$ cat src/rtl/xup_rr_arb6_pkg.sv
// xup_rr_arb6_pkg: shared state encodings, widths and modulo-6 helper for the 6-way round-robin arbiter
package xup_rr_arb6_pkg;
  typedef enum logic {ST_IDLE = 1'b0, ST_GRANT = 1'b1} st_t;
  localparam int NUM_REQ = 6;
  localparam int ID_W = 3;
  localparam int HOLD_W = 8;
  function automatic logic [ID_W-1:0] mod6_add(input logic [ID_W-1:0] a, input logic [ID_W-1:0] b);
    logic [ID_W:0] s;
    s = {1'b0, a} + {1'b0, b};
    return (s >= 4'd6) ? ID_W'(s - 4'd6) : ID_W'(s);
  endfunction
endpackage

$ cat src/rtl/xup_or6.sv
// xup_or6: 6-input OR used as the request-detect path
module xup_or6 (
  input  logic [5:0] a,
  output logic       y
);
  assign y = |a;
endmodule

$ cat src/rtl/xup_rr_pick6.sv
// xup_rr_pick6: rotate / priority-encode / un-rotate search starting after ptr
module xup_rr_pick6
  import xup_rr_arb6_pkg::*;
(
  input  logic [NUM_REQ-1:0] req,
  input  logic [ID_W-1:0]    ptr,
  output logic               found,
  output logic [ID_W-1:0]    idx
);
  logic [NUM_REQ-1:0] rot;
  logic [ID_W-1:0]    off;
  always_comb begin
    rot = '0;
    for (int k = 0; k < NUM_REQ; k++) rot[k] = req[mod6_add(ptr, ID_W'(k + 1))];
    off = '0;
    for (int k = NUM_REQ - 1; k >= 0; k--) if (rot[k]) off = ID_W'(k);
    found = |rot;
    idx = mod6_add(ptr, off + 3'd1);
  end
endmodule

$ cat src/rtl/xup_rr_arb6.sv
// xup_rr_arb6: registered round-robin arbiter for 6 requesters; XUP_ARB_TIMEOUT_EN adds forced release after MAX_HOLD cycles
// DELAY is kept for interface compatibility only; it never shapes the synthesized logic.
module xup_rr_arb6
  import xup_rr_arb6_pkg::*;
#(
  parameter int DELAY    = 3,
  parameter int MAX_HOLD = 16
) (
  input  logic                 clk,
  input  logic                 rst_n,
  input  logic [NUM_REQ-1:0]   req,
  output logic [NUM_REQ-1:0]   gnt,
  output logic                 gnt_valid,
  output logic [ID_W-1:0]      gnt_id,
  output logic                 any_req,
  output logic                 expired
);
  st_t                st, st_n;
  logic [NUM_REQ-1:0] gnt_n;
  logic [ID_W-1:0]    ptr, ptr_n, id_n, idx;
  logic               found;
  logic               unused;
  assign unused = ^{DELAY[0], MAX_HOLD[0]};
  xup_or6 u_or (.a(req), .y(any_req));
  xup_rr_pick6 u_pick (.req(req), .ptr(ptr), .found(found), .idx(idx));
  assign gnt_valid = |gnt;
`ifdef XUP_ARB_TIMEOUT_EN
  logic [HOLD_W-1:0] cnt, cnt_n;
  logic              exp_n;
`else
  assign expired = 1'b0;
`endif
  always_comb begin
    st_n  = st;
    gnt_n = gnt;
    id_n  = gnt_id;
    ptr_n = ptr;
`ifdef XUP_ARB_TIMEOUT_EN
    cnt_n = cnt;
    exp_n = 1'b0;
`endif
    if (st == ST_IDLE) begin
      if (found) begin
        st_n  = ST_GRANT;
        gnt_n = 6'b1 << idx;
        id_n  = idx;
        ptr_n = idx;
`ifdef XUP_ARB_TIMEOUT_EN
        cnt_n = '0;
`endif
      end
    end else if (!req[gnt_id]) begin
      st_n  = ST_IDLE;
      gnt_n = '0;
`ifdef XUP_ARB_TIMEOUT_EN
    end else if (cnt == HOLD_W'(MAX_HOLD - 1)) begin
      st_n  = ST_IDLE;
      gnt_n = '0;
      exp_n = 1'b1;
    end else begin
      cnt_n = cnt + 1'b1;
`endif
    end
  end
  always_ff @(posedge clk or negedge rst_n) begin
    if (!rst_n) begin
      st     <= ST_IDLE;
      gnt    <= '0;
      gnt_id <= 3'd5;
      ptr    <= 3'd5;
    end else begin
      st     <= st_n;
      gnt    <= gnt_n;
      gnt_id <= id_n;
      ptr    <= ptr_n;
    end
  end
`ifdef XUP_ARB_TIMEOUT_EN
  always_ff @(posedge clk or negedge rst_n) begin
    if (!rst_n) begin
      cnt     <= '0;
      expired <= 1'b0;
    end else begin
      cnt     <= cnt_n;
      expired <= exp_n;
    end
  end
`endif
endmodule
$ cat config.mk
export PLATFORM = sky130hd
export DESIGN_NAME = xup_rr_arb6
export DESIGN_NICKNAME = d
export VERILOG_FILES = /design/src/rtl/xup_rr_arb6_pkg.sv /design/src/rtl/xup_or6.sv /design/src/rtl/xup_rr_pick6.sv /design/src/rtl/xup_rr_arb6.sv
export SDC_FILE = /design/constraint.sdc
export NUM_CORES = 1
export LEC_CHECK = 0
export CAP_MARGIN = 20
export CORE_ASPECT_RATIO = 0.8
export CORE_MARGIN = 2
export CORE_UTILIZATION = 35
export DETAILED_ROUTE_END_ITERATION = 10
export SLEW_MARGIN = 30
export SYNTH_ARGS = -nofsm -noshare
export SYNTH_HDL_FRONTEND = slang
export SYNTH_SLANG_ARGS = --single-unit
$ cat constraint.sdc
create_clock -name clk -period 4.3 [get_ports clk]
set_clock_uncertainty 0.2 [all_clocks]
set_input_delay 0.86 -clock clk [delete_from_list [all_inputs] [get_ports clk]]
set_output_delay 0.86 -clock clk [all_outputs]
set_load 0.01 [all_outputs]
== Word-level counts from Yosys, hierarchy flattened ==
Cells that the tools add are included.
Cells by class
  add/subtract/negate cells: 15
  $lt $le $gt $ge: 14
  equality and inequality tests: 1
  shift-type cells: 1
  mux-type cells: 33
  bitwise logic cells: 1
  reduce and logical (&&, ||, !) cells: 6
Operators by type and width (number)
  $mux 3: 13
  $ge 4x3->1 const B: 7
  $lt 3x4->1 const B: 7
  $bmux 1 s3: 7
  $sub 3x3->3 const B: 7
  $mux 6: 3
  $reduce_or 6->1: 3
  $add 3x3->4 const B: 3
  $mux 1: 10
  $add 3x2->4 const B: 2
  $shl 1x3->6 const A: 1
  $add 3x1->4 const B: 1
  $add 3x3->4: 1
  $reduce_and 2->1: 2
  $add 3x1->3 const B: 1
  $ne 2x2->1 const B: 1
  $reduce_bool 2->1: 1
  $not 1->1: 1
Storage, ports and cells
  flip-flop bits (word level): 10
  input port bits: 8
  output and inout bits: 12

== Logic depth before layout (Yosys ltp) ==
Gate-level depths: netlist of the first run.
  depth in word-level cells: 18
  mapped depth: 20

== Cells and area by module ==
Synthesis of the first run repeated with hierarchy kept, for this count alone.
Second synthesis, totals
  cells, all modules: 159
  area total of the unflattened synthesis: 1385.1 µm²
By module, submodules not included
  xup_rr_pick6: instances 1, cells each 108, area each 882.1 µm², sequential area each 0.0 µm²
  xup_rr_arb6: instances 1, cells each 48, area each 489.2 µm², sequential area each 252.7 µm²
  xup_or6: instances 1, cells each 3, area each 13.8 µm², sequential area each 0.0 µm²

== Worst setup path before layout of the first run ==
OpenSTA, ideal clock, no wires.
  kind: flip-flop to flip-flop
  start: register ptr[0]
  end: register gnt[5]
  setup time: 122 ps
  arrival: 4130 ps
  required time: 3978 ps
  path slack: -151 ps
  stages on the path, launching flop included: 20
  period minus slack after synthesis: 4451 ps
  path through: dfstp_2 buf_2 buf_6 inv_1 ha_1 buf_2 inv_1 nand2_1 a21bo_2 a41oi_1 a21boi_0 o21ai_0 and2_1 ha_1 ha_1 a21o_1 a21oi_1 nand2b_1 nand2_1 a32o_1
Between the ends
  cells in the longest elaborated chain, start to end: 18
  elaborated cells on any way between the ends: 56
  classes of those cells: add/sub (15); order compare (7); eq/ne (1); shift (1); mux (29); reduce/logical (3)
RTL lines
  start: declaration: line xup_rr_arb6.sv:20  | logic [ID_W-1:0] ptr, ptr_n, id_n, idx;
  start signal: assignment: line xup_rr_arb6.sv:75  | ptr <= ptr_n;
  $add 3x3->4: line xup_rr_arb6_pkg.sv:9  | s = {1'b0, a} + {1'b0, b};
  $ge 4x3->1 / $sub 3x3->3 (equally long branches): line xup_rr_arb6_pkg.sv:10  | return (s >= 4'd6) ? ID_W'(s - 4'd6) : ID_W'(s);
  $mux 3: line xup_rr_arb6_pkg.sv:10
  $bmux 1 s3: line xup_rr_pick6.sv:14  | for (int k = 0; k < NUM_REQ; k++) rot[k] = req[mod6_add(ptr, ID_W'(k + 1))];
  $mux 1 (implied by the code): line xup_rr_pick6.sv:14
  $mux 3 (6 in series): line xup_rr_pick6.sv:16  | for (int k = NUM_REQ - 1; k >= 0; k--) if (rot[k]) off = ID_W'(k);
  $add 3x1->3: line xup_rr_pick6.sv:18  | idx = mod6_add(ptr, off + 3'd1);
  $add 3x3->4: line xup_rr_arb6_pkg.sv:9
  $ge 4x3->1 / $sub 3x3->3 (equally long branches): line xup_rr_arb6_pkg.sv:10
  $mux 3: line xup_rr_arb6_pkg.sv:10
  $shl 1x3->6: line xup_rr_arb6.sv:45  | gnt_n = 6'b1 << idx;
  $mux 6: line xup_rr_arb6.sv:43  | if (found) begin
  $mux 6: line xup_rr_arb6.sv:42  | if (st == ST_IDLE) begin
  end signal: assignment: line xup_rr_arb6.sv:73  | gnt <= gnt_n;
  end: declaration: line xup_rr_arb6.sv:12  | output logic [NUM_REQ-1:0] gnt,
Several ways; a longest one is shown, not always the timed one. The select of a mux whose other input is x is not followed.
A chain may end at the register's enable or synchronous reset.

== Worst setup path in the final report of the first run ==
  start: input port req[5]
  end: register gnt[5]
Between the ends
  cells in the longest elaborated chain, start to end: 15
  elaborated cells on any way between the ends: 32
  classes of those cells: add/sub (3); order compare (1); eq/ne (1); shift (1); mux (23); reduce/logical (3)
RTL lines
  start: declaration: line xup_rr_arb6.sv:11  | input logic [NUM_REQ-1:0] req,
  $bmux 1 s3: line xup_rr_pick6.sv:14
  $mux 1 (implied by the code): line xup_rr_pick6.sv:14
  $mux 3 (6 in series): line xup_rr_pick6.sv:16
  $add 3x1->3: line xup_rr_pick6.sv:18
  $add 3x3->4: line xup_rr_arb6_pkg.sv:9
  $ge 4x3->1 / $sub 3x3->3 (equally long branches): line xup_rr_arb6_pkg.sv:10
  $mux 3: line xup_rr_arb6_pkg.sv:10
  $shl 1x3->6: line xup_rr_arb6.sv:45
  $mux 6: line xup_rr_arb6.sv:43
  $mux 6: line xup_rr_arb6.sv:42
Several ways; a longest one is shown, not always the timed one. The select of a mux whose other input is x is not followed.

==> results.md, run 1 <==
- Outcome: finished clean
- Starting Density: 0.367
- WL/cell: around 14 µm
- Worst Setup Start Kind: input port
- Worst EP required: approximately 4200 ps
- Asr flop ratio synth: 1.00
- DP Cell Count: 238
- First-pass GRT wire length: between 5000 and 6000 µm
- Post-route DRC: 0
- CTS tree: built
- Num rows: 20
- Hold Path Class: reg -> reg
- 1st-pass router iterations: 4
- Tcrit/Tclk final: 0.952
- Clock Sinks: 10
- Final non-filler cell total: 243
- FILL cells: between 300 and 400
- Vias per cell: roughly 5.3
- Clk slew on worst S/H paths: around 50 ps
- Root Driver: clkbuf_8
- Net Count, Synth: 182
- Register area share after synthesis: 0.181
- Final hold vios: 0
- Final net count: ~210
- TNS Setup: 0 ps
- Max-slew violations: 0
- Initial DRC Count: 117
- # hold bufs at CTS: 0
- Final instance area: 1800 µm²
- Height of the die: 60.5 µm
- DP Area: 1710 µm²
- Clk buf depth: 2
- Syn. warnings: 0
- Critical path type: in -> reg
- Critical path fanouts, max: 6
- Port Buf Inserts: 18
- Post-route ant nets: 0
- Num CTS Buffers: 3
- Buf+Inv Stages, Crit Path: 1
- # setup viols final: 0
- DR vias: roughly 1300
- Crit. End Element: register
- Routability Congestion: roughly 0.8
- Delay-heaviest family, CP: compound AO/OA/AOI/OAI gates
- Max-cap violations: 0
- CP arrival: 4010 ps
- Cell count after synthesis: 160
- Post-Route WL: around 3300 µm
- Vias in the first global route: 1143
- Max Fclk: about 240 MHz
- Avg Cell Area, Syn: ~8.7 µm²
- Post-Syn Area: 1400 µm²
- Register area: between 200 and 300 µm²
- CP max-delay cell: clkdlybuf4s50_1
- Crit path cell chain: clkdlybuf4s50_1, mux2_2, and4b_1, o21ai_0, nand3_1, o21ai_0, and2_1, ha_1, ha_1, a21o_1, a21oi_2, nand2b_1, nand2_1, a32o_1
- Min cycle time layout: 4090 ps
- Post-synth top flop: dfrtp_1
- Critical Path Max Stage Delay: about 500 ps
- DIE AREA: 4510 µm²
- Clock Latency Late Sink: 230 ps
- GRT overflow: 0
- Share of layout cells above drive strength 1: 0.213
- All-Layer GR Usage: 0.154
- Post-DP HPWL: approximately 2600 µm
- Post-synth EDFFs: 0
- Die Wd: around 75 µm
- Htree depth: 1
- N_diodes: 0
- Core Area: 3800 µm²
- Antenna violations before repair: 0
- Largest net degree at the start of global routing: 20
- I/O pin total: 20
- #FFs+latches synth: 10
- Area Overhead vs Synth: 29.2%
- Multi-input gate area: roughly 1100 µm²
- Synth unique cells: 52
[sequential cells by signal, indices dropped and copies added, names as in the netlist]
| signal | cells |
|---|---|
| ptr | 3 |
| gnt | 6 |
| st | 1 |
[worst paths after layout]
kind / start / slack [ps] / cells past startpoint / to
max reg2reg: ptr[0] / 250 / 15 / gnt[5]
max in group asynchronous: rst_n / 2830 / 1 / ptr[0]
min reg2reg: gnt[1] / 320 / 1 / gnt[1]
min in group asynchronous: rst_n / 740 / 1 / gnt[4]
min: gnt[1] / 320 / 1 / gnt[1]
max: req[5] / 210 / 14 / gnt[5]
[routing by layer]
| layer | vias to the layer above | track usage | part of all wire |
|---|---|---|---|
| li1 | 649 | - | - |
| met1 | 614 | 0.247 | 0.55 |
| met2 | 23 | 0.221 | 0.43 |
| met3 | 0 | 0.0249 | 0.022 |
| met4 | 0 | 0.0153 | 0 |
| met5 | - | 0 | 0 |
[synthesized netlist by cell type, drive strengths merged (3+ instances only)]
cell type	n	area [µm²]
a22o	3	26.3
ha	13	163
o211ai	3	22.5
nand2	17	63.8
xor2	3	33.8
dfrtp	8	200
mux2	4	48.8
a21boi	3	22.5
a31oi	5	46.3
mux2i	10	100
a21oi	8	40.0
o21ai	6	30.0
nand3	7	35.0
nand2b	3	18.8
buf	8	58.8
a32o	3	30.0
inv	6	22.5
nor2	11	41.3
nor2b	3	18.8
xnor2	4	42.6
nor3	3	15.0
[timing repair]
action / CTS / global route
resized for setup: 0 / 7
setup buffers: 0 / 1
endpoints found under the setup margin: 0 / 8
hold endpoints to repair: 0 / 0
[through the flow]
| step | util | hold WS [ps] | setup WS, ps |
|---|---|---|---|
| 2_1_floorplan | - | 351 | 0.945 |
| 3_3_place_gp | 0.449 | 305 | -5.11 |
| 3_5_place_dp | 0.449 | 318 | -48.2 |
| 4_1_cts | 0.464 | 323 | 98.0 |
| 5_1_grt | 0.474 | 337 | -7.68 |
| 6_report | 0.474 | 316 | 206 |
[layout make-up]
cell class              instances  share of cell area
flip-flops and latches         10               0.140
multi-input cells             136               0.619
repair buffers                 32               0.160
inverters                       6              0.0125
well taps                      55              0.0381
clock buffers                   4              0.0305
[worst reg2reg max path, cell delays in order, from the launching register on]
cell	delay, ps
dfstp_2	570
inv_1	130
ha_4	310
a21boi_0	150
mux2_4	290
or4_1	400
o2111a_2	180
nor2b_1	130
ha_1	290
inv_1	70
fa_1	460
xnor2_2	230
nor2_1	80
nand2b_1	100
nand2_1	80
a32o_1	260
[cell usage in the layout, fill, tap and decap left out, types with 3 or more instances in the layout]
| cell | n |
|---|---|
| nand3_1 | 7 |
| a31oi_1 | 3 |
| dfrtp_1 | 8 |
| nor3_1 | 3 |
| nand2_1 | 17 |
| ha_1 | 11 |
| clkbuf_8 | 4 |
| clkdlybuf4s50_1 | 18 |
| nor2_1 | 11 |
| mux2i_1 | 9 |
| buf_4 | 13 |
| a21oi_1 | 6 |
| o21ai_0 | 6 |
| inv_1 | 6 |
| o211ai_1 | 3 |
| mux2_2 | 3 |
| nand2b_1 | 3 |
| nor2b_1 | 3 |
| a32o_1 | 3 |
| a22o_1 | 3 |
| a21boi_0 | 3 |
[kinds of logic after synthesis]
family,count (synthesis),synth area share
compound gates,41,0.235
xor+xnor,7,0.0547
fa+ha+maj,14,0.131
buf+inv,14,0.0582
flops,10,0.181
mux,15,0.123
other cells,1,0.00269
simple gates,58,0.215
Power of run 1 is not shown: default switching activity piles up to over one toggle a cycle in this logic, so the estimate is an artifact.
==> inputs of run 2 (changes only) <==
--- a/config.mk
+++ b/config.mk
@@ -5,7 +5,6 @@
 export SDC_FILE = /design/constraint.sdc
 export NUM_CORES = 1
 export LEC_CHECK = 0
-export CAP_MARGIN = 20
 export CORE_ASPECT_RATIO = 0.8
 export CORE_MARGIN = 2
 export CORE_UTILIZATION = 35
==> constraint.sdc (replaced) <==
create_clock -name clk -period 4.9 [get_ports clk]
set_clock_uncertainty 0.2 [all_clocks]
set_input_delay 0.98 -clock clk [delete_from_list [all_inputs] [get_ports clk]]
set_output_delay 0.98 -clock clk [all_outputs]
set_load 0.01 [all_outputs]
==> run 2 against run 1 <==
Clock-buffer cell count unchanged. Die area is the same. Non-clock buffer count down 8. Utilization shrank 3.1 points. Wire length grew 0.36%. Global-route usage is essentially flat. First-iteration DRC count down 60%. Setup slack improved by 160 ps. Cell area is 6.5% lower. Final cell count is 3.3% lower. Highest routed layer unchanged. Critical path type unchanged. Sequential share of layout area increased by 0.98 points.
==> results.md, run 2 (synthesized netlist as in run 1, its figures left out) <==
- Reg-to-Reg End: gnt[5]
- Crit path cell chain: clkdlybuf4s50_1, mux2i_1, a21bo_2, a41oi_1, a21boi_0, o21ai_0, and2_1, ha_1, inv_1, fa_1, xnor2_1, nor2_1, nand2b_1, nand2_1, a32o_1
- DIE AREA: 4510 µm² (unchanged)
- RSZ-0062 raised after global routing: false
- Worst path depth: 15 (+1)
- Htree depth: 1 (unchanged)
- Largest net degree at the start of global routing: 20 (unchanged)
- Critical path fanouts, max: 5 (-1)
- Post-DP HPWL: 2620 µm (-0.91%)
- Max-cap violations: 0 (unchanged)
- Height of the die: 60.5 µm (unchanged)
- CP max-delay cell: clkdlybuf4s50_1
- CP arrival: 4450 ps (+440 ps)
- Worst Setup Start Kind: input port
- Delay-heaviest family, CP: compound AO/OA/AOI/OAI gates
- I/O pin total: 20 (unchanged)
- Clk buf depth: 2 (unchanged)
- CTS tree: built
- Clock Latency Late Sink: 230 ps (about the same)
- TNS Setup: 0 ps (unchanged)
- Num rows: 20 (unchanged)
- Critical path origin: req[0]
- FILL cells: 395 (+2.3%)
- Post-route ant nets: 0 (unchanged)
- Antenna violations before repair: 0 (unchanged)
- Worst R2R Path Depth: 16 (+1)
- Post-CTS setup buffers: 0 (unchanged)
- Final net count: 203 (-3.8%)
- # setup viols final: 0 (unchanged)
- CTS resizes: 0 (unchanged)
- Highest routed metal layer: met3
- Clk slew on worst S/H paths: 50 ps (about the same)
- Starting Density: 0.367 (unchanged)
- Share of layout cells above drive strength 1: 0.128 (-0.0850)
- R2R setup slack: 500 ps (+250 ps)
- Worst R2R Start: ptr[0]
- WL/cell: 14.1 µm (+3.8%)
- Most frequent cells in the layout: clkdlybuf4s50_1, nand2_1, ha_1
- Root Driver: clkbuf_8
- Critical path type: in -> reg
- Area Overhead vs Synth: 20.8%
- Num CTS Buffers: 3 (unchanged)
- Buf+Inv Stages, Crit Path: 2 (+1)
- Largest Register: gnt
- # hold bufs at CTS: 0 (unchanged)
- Met1 WL: 1710 µm (-5.8%)
- Regs by FF count: gnt x6, ptr x3, st x1
- Hold Path End: gnt[5]
- Most common cell after layout, fill and taps aside: clkdlybuf4s50_1
- Worst hold stages: 1 (unchanged)
- Vias in the first global route: 1137 (-0.52%)
- Max reg flops: 6 (unchanged)
- Routability Congestion: 0.882 (+7.3%)
- Core Area: 3800 µm² (unchanged)
- Worst EP required: 4820 ps (+600 ps)
- Tcrit/Tclk final: 0.926
- Outcome: finished clean
- Min cycle time layout: around 4500 ps
- Critical Path Max Stage Delay: 500 ps (about the same)
- Routed length on met2: 1510 µm (+6.6%)
- First-pass GRT wire length: 5400 µm (-0.90%)
- Max-slew violations: 0 (unchanged)
- Final hold vios: 0 (unchanged)
- Die Wd: 74.6 µm (unchanged)
- All-Layer GR Usage: 0.154 (about the same)
- GRT overflow: 0 (unchanged)
- Crit. End Element: register
- Port Buf Inserts: 18 (unchanged)
- DR vias: 1258 (-2.2%)
- Hold Path Class: reg -> reg
- Initial DRC Count: 47 (-60%)
- 1st-pass router iterations: 4 (unchanged)
- Hold Crit Start: gnt[5]
- Post-route DRC: 0 (unchanged)
- Max Fclk: approximately 220 MHz
- N_diodes: 0 (unchanged)
- Vias per cell: 5.35 (+1.2%)
- Post-Route WL: 3320 µm (+0.36%)
- Clock Sinks: 10 (unchanged)
- Met3 wire length: 97 µm (+33%)
run 2: how the worst max path moves through the flow:
stage	end	slack, ps
final	gnt[5]	360
after global routing	gnt[5]	140
after CTS	gnt[5]	400
after detailed placement	gnt[5]	160
after global placement	gnt[5]	270
after floorplan	gnt[5]	450
run 2: final cells by class:
cell class / instances / area [µm²] / share of cell area
Multi-Input combinational cell: 136 / 1060 / 0.630
Inverter: 6 / 22.5 / 0.0134
Sequential cell: 10 / 253 / 0.150
Timing Repair Buffer: 24 / 225 / 0.134
Tap cell: 55 / 68.8 / 0.0408
Clock buffer: 4 / 55.1 / 0.0326
run 2: stage by stage:
step / instance area [µm²] / setup WS, ps / std cells / utilization / hold WS [ps]
6_report: 1690 / 365 / 235 / 0.443 / 319
2_1_floorplan: 1400 / 449 / 160 / - / 351
5_1_grt: 1690 / 143 / 235 / 0.443 / 347
3_3_place_gp: 1630 / 267 / 231 / 0.429 / 305
3_5_place_dp: 1630 / 163 / 231 / 0.429 / 308
4_1_cts: 1690 / 401 / 235 / 0.443 / 318
run 2: layer usage:
| metal | vias up | track usage |
|---|---|---|
| met5 | - | 0 |
| met4 | 0 | 0.0204 |
| met3 | 0 | 0.0266 |
| met2 | 20 | 0.230 |
| met1 | 606 | 0.237 |
| li1 | 632 | - |
Power of run 2 is left out for the same reason.
